`src/rtl/regfile_write_port.sv`:
```
// regfile_write_port: 32 x 32-bit register file write side, with a 2-entry
// in-order request FIFO that retires one write per cycle under commit_en.
// Optional build macro: REG0_ZERO_EN makes register 0 read as constant zero.
// Requests to address 0 still retire and still pulse commit_valid.
module regfile_write_port (
    input  logic          clk,
    input  logic          rst_n,
    input  logic          wr_valid,
    output logic          wr_ready,
    input  logic [4:0]    wr_addr,
    input  logic [31:0]   wr_data,
    input  logic          commit_en,
    output logic [1023:0] regs_flat,
    output logic          commit_valid,
    output logic [4:0]    commit_addr,
    output logic [1:0]    pending
);

    logic [4:0]  fifo_addr_q [2];
    logic [4:0]  fifo_addr_d [2];
    logic [31:0] fifo_data_q [2];
    logic [31:0] fifo_data_d [2];
    logic        wr_ptr_q, wr_ptr_d;
    logic        rd_ptr_q, rd_ptr_d;
    logic [1:0]  count_q, count_d;
    logic [31:0] regs_q [32];
    logic [31:0] regs_d [32];
    logic        commit_valid_q, commit_valid_d;
    logic [4:0]  commit_addr_q, commit_addr_d;

    logic        push;
    logic        pop;
    logic [4:0]  head_addr;
    logic [31:0] head_data;
    logic [31:0] wr_sel;

    // Ready comes from registered occupancy only, so commit_en has no path to it.
    always_comb begin
        wr_ready  = rst_n && (count_q != 2'd2);
        push      = wr_valid && wr_ready;
        pop       = (count_q != 2'd0) && commit_en;
        head_addr = fifo_addr_q[rd_ptr_q];
        head_data = fifo_data_q[rd_ptr_q];
    end

    // FIFO next state: push at write pointer, pop at read pointer, both wrap mod 2.
    always_comb begin
        fifo_addr_d = fifo_addr_q;
        fifo_data_d = fifo_data_q;
        wr_ptr_d    = wr_ptr_q;
        rd_ptr_d    = rd_ptr_q;
        count_d     = count_q;
        if (push) begin
            fifo_addr_d[wr_ptr_q] = wr_addr;
            fifo_data_d[wr_ptr_q] = wr_data;
            wr_ptr_d              = ~wr_ptr_q;
        end
        if (pop) begin
            rd_ptr_d = ~rd_ptr_q;
        end
        case ({push, pop})
            2'b10:   count_d = count_q + 2'd1;
            2'b01:   count_d = count_q - 2'd1;
            default: count_d = count_q;
        endcase
    end

    // One-hot decode of the retiring head address; at most one register updates.
    always_comb begin
        wr_sel = '0;
        if (pop) begin
            wr_sel[head_addr] = 1'b1;
        end
        for (int unsigned i = 0; i < 32; i++) begin
            regs_d[i] = wr_sel[i] ? head_data : regs_q[i];
        end
`ifdef REG0_ZERO_EN
        regs_d[0] = '0;
`else
`endif
        commit_valid_d = pop;
        commit_addr_d  = pop ? head_addr : commit_addr_q;
    end

    // State registers with synchronous active-low reset; reset drops buffered requests.
    always_ff @(posedge clk) begin
        if (!rst_n) begin
            for (int unsigned i = 0; i < 2; i++) begin
                fifo_addr_q[i] <= '0;
                fifo_data_q[i] <= '0;
            end
            for (int unsigned i = 0; i < 32; i++) begin
                regs_q[i] <= '0;
            end
            wr_ptr_q       <= 1'b0;
            rd_ptr_q       <= 1'b0;
            count_q        <= '0;
            commit_valid_q <= 1'b0;
            commit_addr_q  <= '0;
        end else begin
            fifo_addr_q    <= fifo_addr_d;
            fifo_data_q    <= fifo_data_d;
            regs_q         <= regs_d;
            wr_ptr_q       <= wr_ptr_d;
            rd_ptr_q       <= rd_ptr_d;
            count_q        <= count_d;
            commit_valid_q <= commit_valid_d;
            commit_addr_q  <= commit_addr_d;
        end
    end

    // Flatten the register array for the read mux and drive the status outputs.
    always_comb begin
        regs_flat = '0;
        for (int unsigned i = 0; i < 32; i++) begin
            regs_flat[32*i +: 32] = regs_q[i];
        end
        commit_valid = commit_valid_q;
        commit_addr  = commit_addr_q;
        pending      = count_q;
    end

endmodule

```
`config.mk`:
```
export PLATFORM = sky130hd
export DESIGN_NAME = regfile_write_port
export DESIGN_NICKNAME = d
export VERILOG_FILES = /design/src/rtl/regfile_write_port.sv
export SDC_FILE = /design/constraint.sdc
export NUM_CORES = 2
export LEC_CHECK = 0
export ABC_CLOCK_PERIOD_IN_PS = 2800
export BUFFER_PORTS_ARGS = -buffer_cell sky130_fd_sc_hd__buf_2
export CORE_AREA = 2 2 418 420
export CTS_BUF_LIST = sky130_fd_sc_hd__clkbuf_2 sky130_fd_sc_hd__clkbuf_4 sky130_fd_sc_hd__clkbuf_8
export CTS_CLUSTER_DIAMETER = 100
export DETAILED_ROUTE_END_ITERATION = 16
export DIE_AREA = 0 0 420 422
export SLEW_MARGIN = 25
export SYNTH_ARGS = -nofsm -noshare
export SYNTH_HDL_FRONTEND = slang
export SYNTH_SLANG_ARGS = --single-unit
```
`constraint.sdc`:
```
create_clock -name clk -period 2.8 [get_ports clk]
set_clock_uncertainty 0.05 [all_clocks]
set_input_delay 0.56 -clock clk [delete_from_list [all_inputs] [get_ports clk]]
set_output_delay 0.56 -clock clk [all_outputs]
set_load 0.05 [all_outputs]
```
==> metrics.yaml <==
first_iter_violations: 1623
cts_tree: "built"
power_density_nw_per_um2: 647
drc: 0
maxCapViolCount: 0
row_count: 153
reg2reg_slack_ps: 330
fin_crit_sh_pct: 92.4
ys_ff_latch: 1108
fp.coreArea_um2: 173000
grt_pass1_wl_um: 226000
netlist_area_um2: 40500
cts_max_path_buffers: 3
final.fill_count: 18000
ys_types: 43
synthArstFlopShare_pct: 0
stdcell_area_um2: 53600
p_leak_nw: 25.8
period_needed_ps: 2590
synth_seq_area_share_pct: 54.7
cts_resized: 0
start_kind: "flop"
maxSlewViolCount: 0
die_area_um2: 177000
setup_tns_ps: 0
clk_latency_ps: 940
mostFrequentLayoutCells: "dfxtp_1 (1107), mux2i_1 (1098), buf_2 (1072)"
required_ps: 2190
layout_commonest_cell: "dfxtp_1"
synth_area_leaders: "dfxtp_1 (55%), mux2i_1 (27%), nand2_1 (9.8%)"
hold_violations: 0
vias_per_cell: 4.31
min_path_type: "primary input to flop"
hp-start: "wr_data[17]"
synth_flop_cell: "dfxtp_1"
num_vias: 31800
cp.arrival_ps: 1980
worstReg2RegStart: "rd_ptr_q"
wl_um: 163000
ant_nets: 0
critPathTopFamily: "buffers and inverters"
holdPathStages: 4
whs_ps: 398
synth_fp_nets: 3849
regArea_um2: 22200
multiInputGateArea_um2: 16800
yosys_warnings: 0
gp_congestion: 0.789
wl_per_cell_um: 22.1
grt_use_total_pct: 17.7
cpMaxStageDelayCell: "dfxtp_1"
cts_made_buffers: 187
fp.dieW_um: 420
dp_hpwl_um: 110000
yosys.area.top_type_share_pct: 54.7
syn_inst: 3807
fin_nets: 4946
syn_area_per_cell_um2: 10.6
synth_top_area_cell: "dfxtp_1"
tightest_slew_ps: 916
max-vdd-ir-drop_mv: 0.447
layout-drive-gt1-share_pct: 32.8
slew_headroom_pct: 38.9
max_stage_delay_ps: 340
first_global_vias: 31300
start_util_pct: 23.4
timing.critical_path.buf_inv: 2
io_pins: 1074
firstDrtPassIters: 5
synth_edf_count: 0
criticalPathCategory: "flop to output pin"
path_max_fanout: 4
clk_pin_slew_worst_paths_ps: 60
area_delta_synth_final_pct: 32.2
rsz0062_at_grt: "false"
critPathCaptureType: "output pin"
rr_endpoint: "regs_flat[244]"
grt_max_degree: 129
power_mw: 34.7
die_h_um: 422
overflow: 0
portBuffers: 1073
htreeDepth: 4
cts_root_buffer: "clkbuf_8"
status: "finished clean"
reg2reg_depth: 6
cts_sinks: 1108
fmax_ghz: 0.387
antenna_found_initial: 14
finalSetupViolations: 0
placed_cell_area_um2: 49000
crit_chain: "buf_4 > nand2b_1 > and2_1 > buf_2"
holdPathEnd: "fifo_data_q[49]"
registers in the layout, summed over array words and instances (netlist names):
name and cells:
commit_valid 1, fifo_data_q 64, regs_flat 1024, commit_addr 5, pending 2, wr_ptr_q 1
fifo_addr_q 10, rd_ptr_q 1
through the flow:
stage                     setup WS, ps  instances  utilization, %
after floorplan                    488       3807               -
after CTS                         60.8       7381            31.0
after global placement             317       6998            28.3
after detailed placement           297       6998            28.3
final                              214       7389            31.0
after global routing              76.0       7388            31.0
cells by family (layout without fill, tap and decap cells):
logic type                 count (synthesis)  after routing  share of synthesized area, %
AOI/OAI and AO/OA                         25             25                         0.605
xor gates and xnor gates                   3              3                        0.0648
adders and majority gates                  1              1                        0.0309
buffers and inverters                    343           1592                          4.35
DFF                                     1108           1108                          54.7
muxes                                   1132           1132                          28.1
other                                      0              8                             0
and+or+nand+nor                         1195           1195                          12.1
power breakdown:
part	internal, mW	total (mW)	switching [mW]
Combinational	0.803	2.70	1.89
Clock	8.91	16.0	7.08
Sequential	15.9	16.0	0.107
cells in the mapped netlist (2+ instances only):
| library cell | count |
|---|---|
| dfxtp_1 | 1108 |
| mux2i_1 | 1098 |
| nand2_1 | 1061 |
| buf_2 | 144 |
| clkbuf_1 | 129 |
| nor2b_1 | 77 |
| buf_4 | 47 |
| mux2_2 | 33 |
| buf_6 | 16 |
| nand3_2 | 14 |
| nor2_2 | 10 |
| nand3_1 | 5 |
| o211ai_1 | 5 |
| and2_1 | 4 |
| buf_1 | 4 |
| nand2b_1 | 4 |
| nor2_1 | 4 |
| nor3_4 | 4 |
| o211a_1 | 4 |
| xnor2_1 | 3 |
| a21boi_0 | 2 |
| a22o_1 | 2 |
| a22oi_4 | 2 |
| and2b_1 | 2 |
| inv_2 | 2 |
| nor2_4 | 2 |
| nor3b_1 | 2 |
| o21ai_0 | 2 |
| o21ai_2 | 2 |
| o22a_1 | 2 |
timing repair:
| item | CTS | global route |
|---|---|---|
| setup buffers | 0 | 0 |
| hold endpoints to repair | 77 | 0 |
| hold buffers | 42 | 0 |
worst max path at each step:
stage | endpoint | cells past startpoint | slack (ps) | from
final | wr_ready | 4 | 210 | pending[0]
after global routing | wr_ready | 4 | 80 | pending[0]
after CTS | wr_ready | 4 | 60 | pending[0]
after detailed placement | regs_flat[47] | 7 | 300 | commit_en
after global placement | regs_flat[58] | 7 | 320 | commit_en
after floorplan | pending[1] | 7 | 490 | rst_n
worst min-delay path: cells and delay by family:
family | cells | cell delay [ps]
and+or+nand+nor | 1 | 90
muxes | 1 | 60
buffers and inverters | 2 | 630
routing by layer:
metal / GRT usage [%] / part of all wire (%) / vias up
li1: - / - / 14800
met4: 7.72 / 4.0 / 0
met1: 20.1 / 40 / 15600
met3: 4.46 / 6.5 / 288
met2: 30.9 / 50 / 1152
met5: 0 / 0 / -
cell type report:
| class | instances | share of cell area [%] |
|---|---|---|
| clock buffers | 297 | 6.88 |
| flip-flops and latches | 1108 | 41.4 |
| inverters | 3 | 0.0210 |
| repair buffers | 1248 | 13.9 |
| clock inverters | 44 | 0.899 |
| well taps | 2325 | 5.43 |
| multi-input cells | 2356 | 31.4 |
| diodes | 8 | 0.0374 |
Note: power is estimated with default switching activity, not from simulation.
